[src/rtl/audio_pkg.sv]
// Shared types and the PCM-to-PWM sample conversion for the audio output path.
package audio_pkg;

  typedef logic signed [15:0] pcm_t;
  typedef logic [7:0]         pwm_sample_t;

  localparam pwm_sample_t MIDSCALE = 8'h80;

  // Attenuate by an arithmetic shift, then keep the top byte in offset-binary form.
  function automatic pwm_sample_t pcm_to_pwm(input pcm_t x, input logic [2:0] shift);
    pcm_t y;
    y = x >>> shift;
    return {~y[15], y[14:8]};
  endfunction

endpackage

[src/rtl/sample_fifo.sv]
// Single-clock synchronous FIFO; head element is presented combinationally on pop_data_o.
module sample_fifo #(
  parameter int unsigned DEPTH  = 16,
  parameter type         elem_t = logic [15:0]
) (
  input  logic                     clk,
  input  logic                     reset,
  input  logic                     push_i,
  input  elem_t                    push_data_i,
  input  logic                     pop_i,
  output elem_t                    pop_data_o,
  output logic                     full_o,
  output logic                     empty_o,
  output logic [$clog2(DEPTH):0]   count_o
);

  localparam int unsigned PW = (DEPTH > 1) ? $clog2(DEPTH) : 1;
  localparam int unsigned CW = $clog2(DEPTH) + 1;

  elem_t           mem_q [DEPTH];
  logic [PW-1:0]   wr_ptr_q, wr_ptr_d;
  logic [PW-1:0]   rd_ptr_q, rd_ptr_d;
  logic [CW-1:0]   count_q, count_d;
  logic            do_push, do_pop;

  assign full_o     = (count_q == CW'(DEPTH));
  assign empty_o    = (count_q == '0);
  assign count_o    = count_q;
  assign pop_data_o = mem_q[rd_ptr_q];

  // Pointers wrap naturally because DEPTH is a power of two.
  always_comb begin
    do_push  = push_i && !full_o;
    do_pop   = pop_i && !empty_o;
    wr_ptr_d = wr_ptr_q;
    rd_ptr_d = rd_ptr_q;
    count_d  = count_q;
    if (do_push) wr_ptr_d = wr_ptr_q + PW'(1);
    if (do_pop)  rd_ptr_d = rd_ptr_q + PW'(1);
    case ({do_push, do_pop})
      2'b10:   count_d = count_q + CW'(1);
      2'b01:   count_d = count_q - CW'(1);
      default: count_d = count_q;
    endcase
  end

  always_ff @(posedge clk) begin
    if (reset) begin
      wr_ptr_q <= '0;
      rd_ptr_q <= '0;
      count_q  <= '0;
    end else begin
      wr_ptr_q <= wr_ptr_d;
      rd_ptr_q <= rd_ptr_d;
      count_q  <= count_d;
    end
  end

  // Storage needs no reset; occupancy alone defines validity.
  always_ff @(posedge clk) begin
    if (do_push) mem_q[wr_ptr_q] <= push_data_i;
  end

endmodule

[src/rtl/audio_sample_feeder.sv]
// Buffers decoded PCM samples and releases one per sample period, attenuated and
// converted to offset-binary, to the 8-bit PWM modulator.
module audio_sample_feeder
  import audio_pkg::*;
#(
  parameter int unsigned CLK_HZ    = 100_000_000,
  parameter int unsigned SAMPLE_HZ = 44_100,
  parameter int unsigned DEPTH     = 16
) (
  input  logic                    clk,
  input  logic                    reset,
  input  pcm_t                    s_data,
  input  logic                    s_valid,
  output logic                    s_ready,
  input  logic                    enable,
  input  logic [2:0]              volume,
  output pwm_sample_t             music_data,
  output logic                    sample_tick,
  output logic                    underrun,
  output logic [$clog2(DEPTH):0]  fill
);

  localparam int unsigned ACC_W = $clog2(CLK_HZ) + 1;
  localparam logic [ACC_W-1:0] ACC_INC = ACC_W'(SAMPLE_HZ);
  localparam logic [ACC_W-1:0] ACC_LIM = ACC_W'(CLK_HZ);

  logic [ACC_W-1:0] acc_q, acc_d, acc_sum;
  logic             tick_c;
  logic             tick_q;
  pwm_sample_t      music_q, music_d;
  logic             underrun_q, underrun_d;

  logic             push_c, pop_c;
  logic             fifo_full, fifo_empty;
  pcm_t             fifo_head;

  assign s_ready     = !reset && !fifo_full;
  assign push_c      = s_valid && s_ready;
  assign music_data  = music_q;
  assign sample_tick = tick_q;
  assign underrun    = underrun_q;

  sample_fifo #(
    .DEPTH  (DEPTH),
    .elem_t (pcm_t)
  ) u_fifo (
    .clk         (clk),
    .reset       (reset),
    .push_i      (push_c),
    .push_data_i (s_data),
    .pop_i       (pop_c),
    .pop_data_o  (fifo_head),
    .full_o      (fifo_full),
    .empty_o     (fifo_empty),
    .count_o     (fill)
  );

  // Fractional-rate accumulator; the sum fits in ACC_W bits since SAMPLE_HZ < CLK_HZ.
  always_comb begin
    acc_sum    = acc_q + ACC_INC;
    tick_c     = (acc_sum >= ACC_LIM);
    acc_d      = tick_c ? (acc_sum - ACC_LIM) : acc_sum;
    music_d    = music_q;
    underrun_d = underrun_q;
    pop_c      = 1'b0;
    if (tick_c) begin
      if (!enable) begin
        music_d = MIDSCALE;
      end else if (fifo_empty) begin
        music_d    = MIDSCALE;
        underrun_d = 1'b1;
      end else begin
        pop_c   = 1'b1;
        music_d = pcm_to_pwm(fifo_head, volume);
      end
    end
  end

  always_ff @(posedge clk) begin
    if (reset) begin
      acc_q      <= '0;
      tick_q     <= 1'b0;
      music_q    <= MIDSCALE;
      underrun_q <= 1'b0;
    end else begin
      acc_q      <= acc_d;
      tick_q     <= tick_c;
      music_q    <= music_d;
      underrun_q <= underrun_d;
    end
  end

endmodule

[config.mk]
export PLATFORM = sky130hd
export DESIGN_NAME = audio_sample_feeder
export DESIGN_NICKNAME = d
export VERILOG_FILES = /design/src/rtl/audio_pkg.sv /design/src/rtl/sample_fifo.sv /design/src/rtl/audio_sample_feeder.sv
export SDC_FILE = /design/constraint.sdc
export NUM_CORES = 1
export LEC_CHECK = 0
export CORE_MARGIN = 2
export CORE_UTILIZATION = 36
export DETAILED_ROUTE_END_ITERATION = 10
export MAX_ROUTING_LAYER = met4
export PLACE_DENSITY = 0.49
export SKIP_LAST_GASP = 1
export SLEW_MARGIN = 0
export SYNTH_ARGS = -nofsm -noshare
export SYNTH_HDL_FRONTEND = slang
export SYNTH_HIERARCHICAL = 1
export SYNTH_SLANG_ARGS = --single-unit
export TNS_END_PERCENT = 50
[constraint.sdc]
create_clock -name clk -period 12.4 [get_ports clk]
set_input_delay 1.86 -clock clk [delete_from_list [all_inputs] [get_ports clk]]
set_output_delay 1.86 -clock clk [all_outputs]
set_load 0.01 [all_outputs]
==> out/metrics.csv <==
stage;metric;value;unit
outcome;status;finished clean;
timing;final hold violation count;0;
floorplanning;Die ar.;0.0252;mm^2
timing;Tmin final;5.08;ns
detailed_routing;Vias;5429;
timing;# setup viols final;0;
power;Worst VDD drop;0.0998;mV
detailed_routing;total detailed-routing wirelength;18.6;mm
clocking;CTS tree;yes;
clocking;Reg clk slew, reported paths;0.08;ns
clocking;total setup buffers inserted after CTS;0;
timing;Setup TNS;0;ns
timing;fmax;197;MHz
timing;Slew headroom;0.337;
global_routing;largest net degree at the start of global routing;58;
logic_synthesis;Mean Syn Cell Area;13.0;um^2
logic_synthesis;mapped cell area;0.00863;mm^2
min_path;HP Start;music_data[6]$_SDFFE_PP0N_;
power;leak pwr;0.00323;uW
worst_setup_path;Startpoint Class;flip-flop;
floorplanning;Die Wd;159;um
detailed_routing;drt drc;0;
finish;Layout area overhead;13.2;%
logic_synthesis;syn nets;700;
global_routing;first-pass GRT wire length;30.4;mm
global_routing;number of global-route vias before repair;5621;
clocking;Clock Sinks;181;
finish;post-route cell area;0.00977;mm^2
power;power density of the placed cells;138;mW/mm^2
floorplanning;I/O pins;39;
timing;unrepaired setup endpoints after global routing;false;
finish;number of diodes;0;
worst_setup_path;crit path max fanout;24;
clocking;Clock Tree Buf Depth;2;
placement;placed cell areas;0.00912;mm^2
worst_setup_path;CP Data Arrival Time;5.39;ns
timing;slew at the pin closest to its max-slew limit;0.991;ns
floorplanning;starting density of the core;0.368;
clocking;root buf cell;clkbuf_16;
placement;number of port buffers;30;
finish;number of fill cells;2179;
clocking;H-tree levels;4;
detailed_routing;drt pass-1 iters;4;
clocking;Num CTS Buffers;17;
timing;Final Max Slew Viols;0;
worst_setup_path;FF-to-FF Start;acc_q[2]$_SDFF_PP0_;
logic_synthesis;Syn. warnings;6;
worst_setup_path;CP startpoint;acc_q[2]$_SDFF_PP0_;
power;Overall Power;1340;uW
placement;Post-DP HPWL;12.4;mm
floorplanning;core footprint;0.0235;mm^2
job;Max Cap Violations;0;
global_routing;initial antenna violation count;0;
worst_setup_path;classification of the worst setup path;reg -> reg;
min_path;Tightest Hold Check Type;reg -> reg;
timing;skew final;0.0175;ns
timing;WHS;0.457;ns
detailed_routing;vias per inst;5.41;
logic_synthesis;Mapped Cells;666;
global_routing;GRT Total Usage;0.158;
timing;Tcrit/Tclk final;0.410;
clocking;Hold Buf Count CTS;0;
worst_setup_path;CP Capture Type;flip-flop;
detailed_routing;Routed WL per cell;18.6;um
global_routing;Congestion Overflow GR;0;
clocking;Worst-Skew Late Latency;0.44;ns
finish;nets;706;
finish;ratio of cells with drive above 1 in the final layout;0.161;
detailed_routing;antenna viol nets, final;0;
placement;placer congestion estimate;0.775;
finish;commonest cells after routing, fill and taps aside;128 x edfxtp_1, 56 x nor2_1, 51 x dfxtp_1;
floorplanning;row cnt;56;
floorplanning;Die H;159;um
finish;commonest non-fill, non-tap cell in the layout;edfxtp_1;
worst_setup_path;WP data required;12.71;ns
detailed_routing;Starting DRT DRC Count;275;
clocking;number of gates resized after cts;0;
-- layout make-up --
class | count | area [um^2] | area share
clock buffers | 17 | 425 | 0.0436
clock inverters | 15 | 219 | 0.0224
inverters | 13 | 48.8 | 0.00500
multi-input cells | 423 | 3430 | 0.351
flip-flops and latches | 181 | 4910 | 0.502
well taps | 319 | 399 | 0.0409
repair buffers | 36 | 340 | 0.0348
-- stage by stage --
| stage | cells | util | worst slack, ns |
|---|---|---|---|
| after floorplan | 666 | - | 8.22 |
| after global placement | 972 | 0.389 | 7.44 |
| after detailed placement | 972 | 0.389 | 7.41 |
| after CTS | 1004 | 0.416 | 7.38 |
| after global routing | 1004 | 0.416 | 6.84 |
| final | 1004 | 0.416 | 7.32 |
-- per-layer routing --
layer	vias to the layer above	GRT usage	part of all wire
met5	-	-	0
met4	0	0.0417	0.010
met3	11	0.0308	0.026
met2	91	0.261	0.50
met1	2777	0.199	0.47
li1	2550	-	-
-- final timing paths --
kind	slack [ns]	cells past startpoint	end
max	7.32	17	u_fifo/count_o[4]$_SDFFE_PP0P_
min	0.46	2	music_data[6]$_SDFFE_PP0N_
max reg2reg	7.32	17	u_fifo/count_o[4]$_SDFFE_PP0P_
min reg2reg	0.46	2	music_data[6]$_SDFFE_PP0N_
-- sequential cells by signal, indices dropped and copies added (netlist names), named ones only --
register / cells
u_fifo/rd_ptr_q: 4
acc_q: 26
sample_tick: 1
u_fifo/wr_ptr_q: 4
u_fifo/count_o: 5
music_data: 8
u_fifo/mem_q: 128
underrun: 1
-- worst max-delay path, stage by stage (launching register included) --
cell	delay [ns]
dfxtp_1	0.47
ha_1	0.34
a31oi_2	0.20
nor3_2	0.53
o221ai_1	0.29
a211oi_2	0.37
a41oi_2	0.25
o21a_4	0.37
nor2_1	0.36
o21ai_4	0.14
inv_1	0.08
ha_1	0.39
xor2_1	0.20
ha_1	0.25
nand2_1	0.07
o21ai_0	0.33
nor3_1	0.10
nand4bb_1	0.20
-- report_power, final --
part	switching, uW	leakage, uW	internal (uW)
logic	59.2	0.00134	41.5
clock network	288	0.000308	285
registers	15.7	0.00158	655
Note: power is estimated with default switching activity, not from simulation.
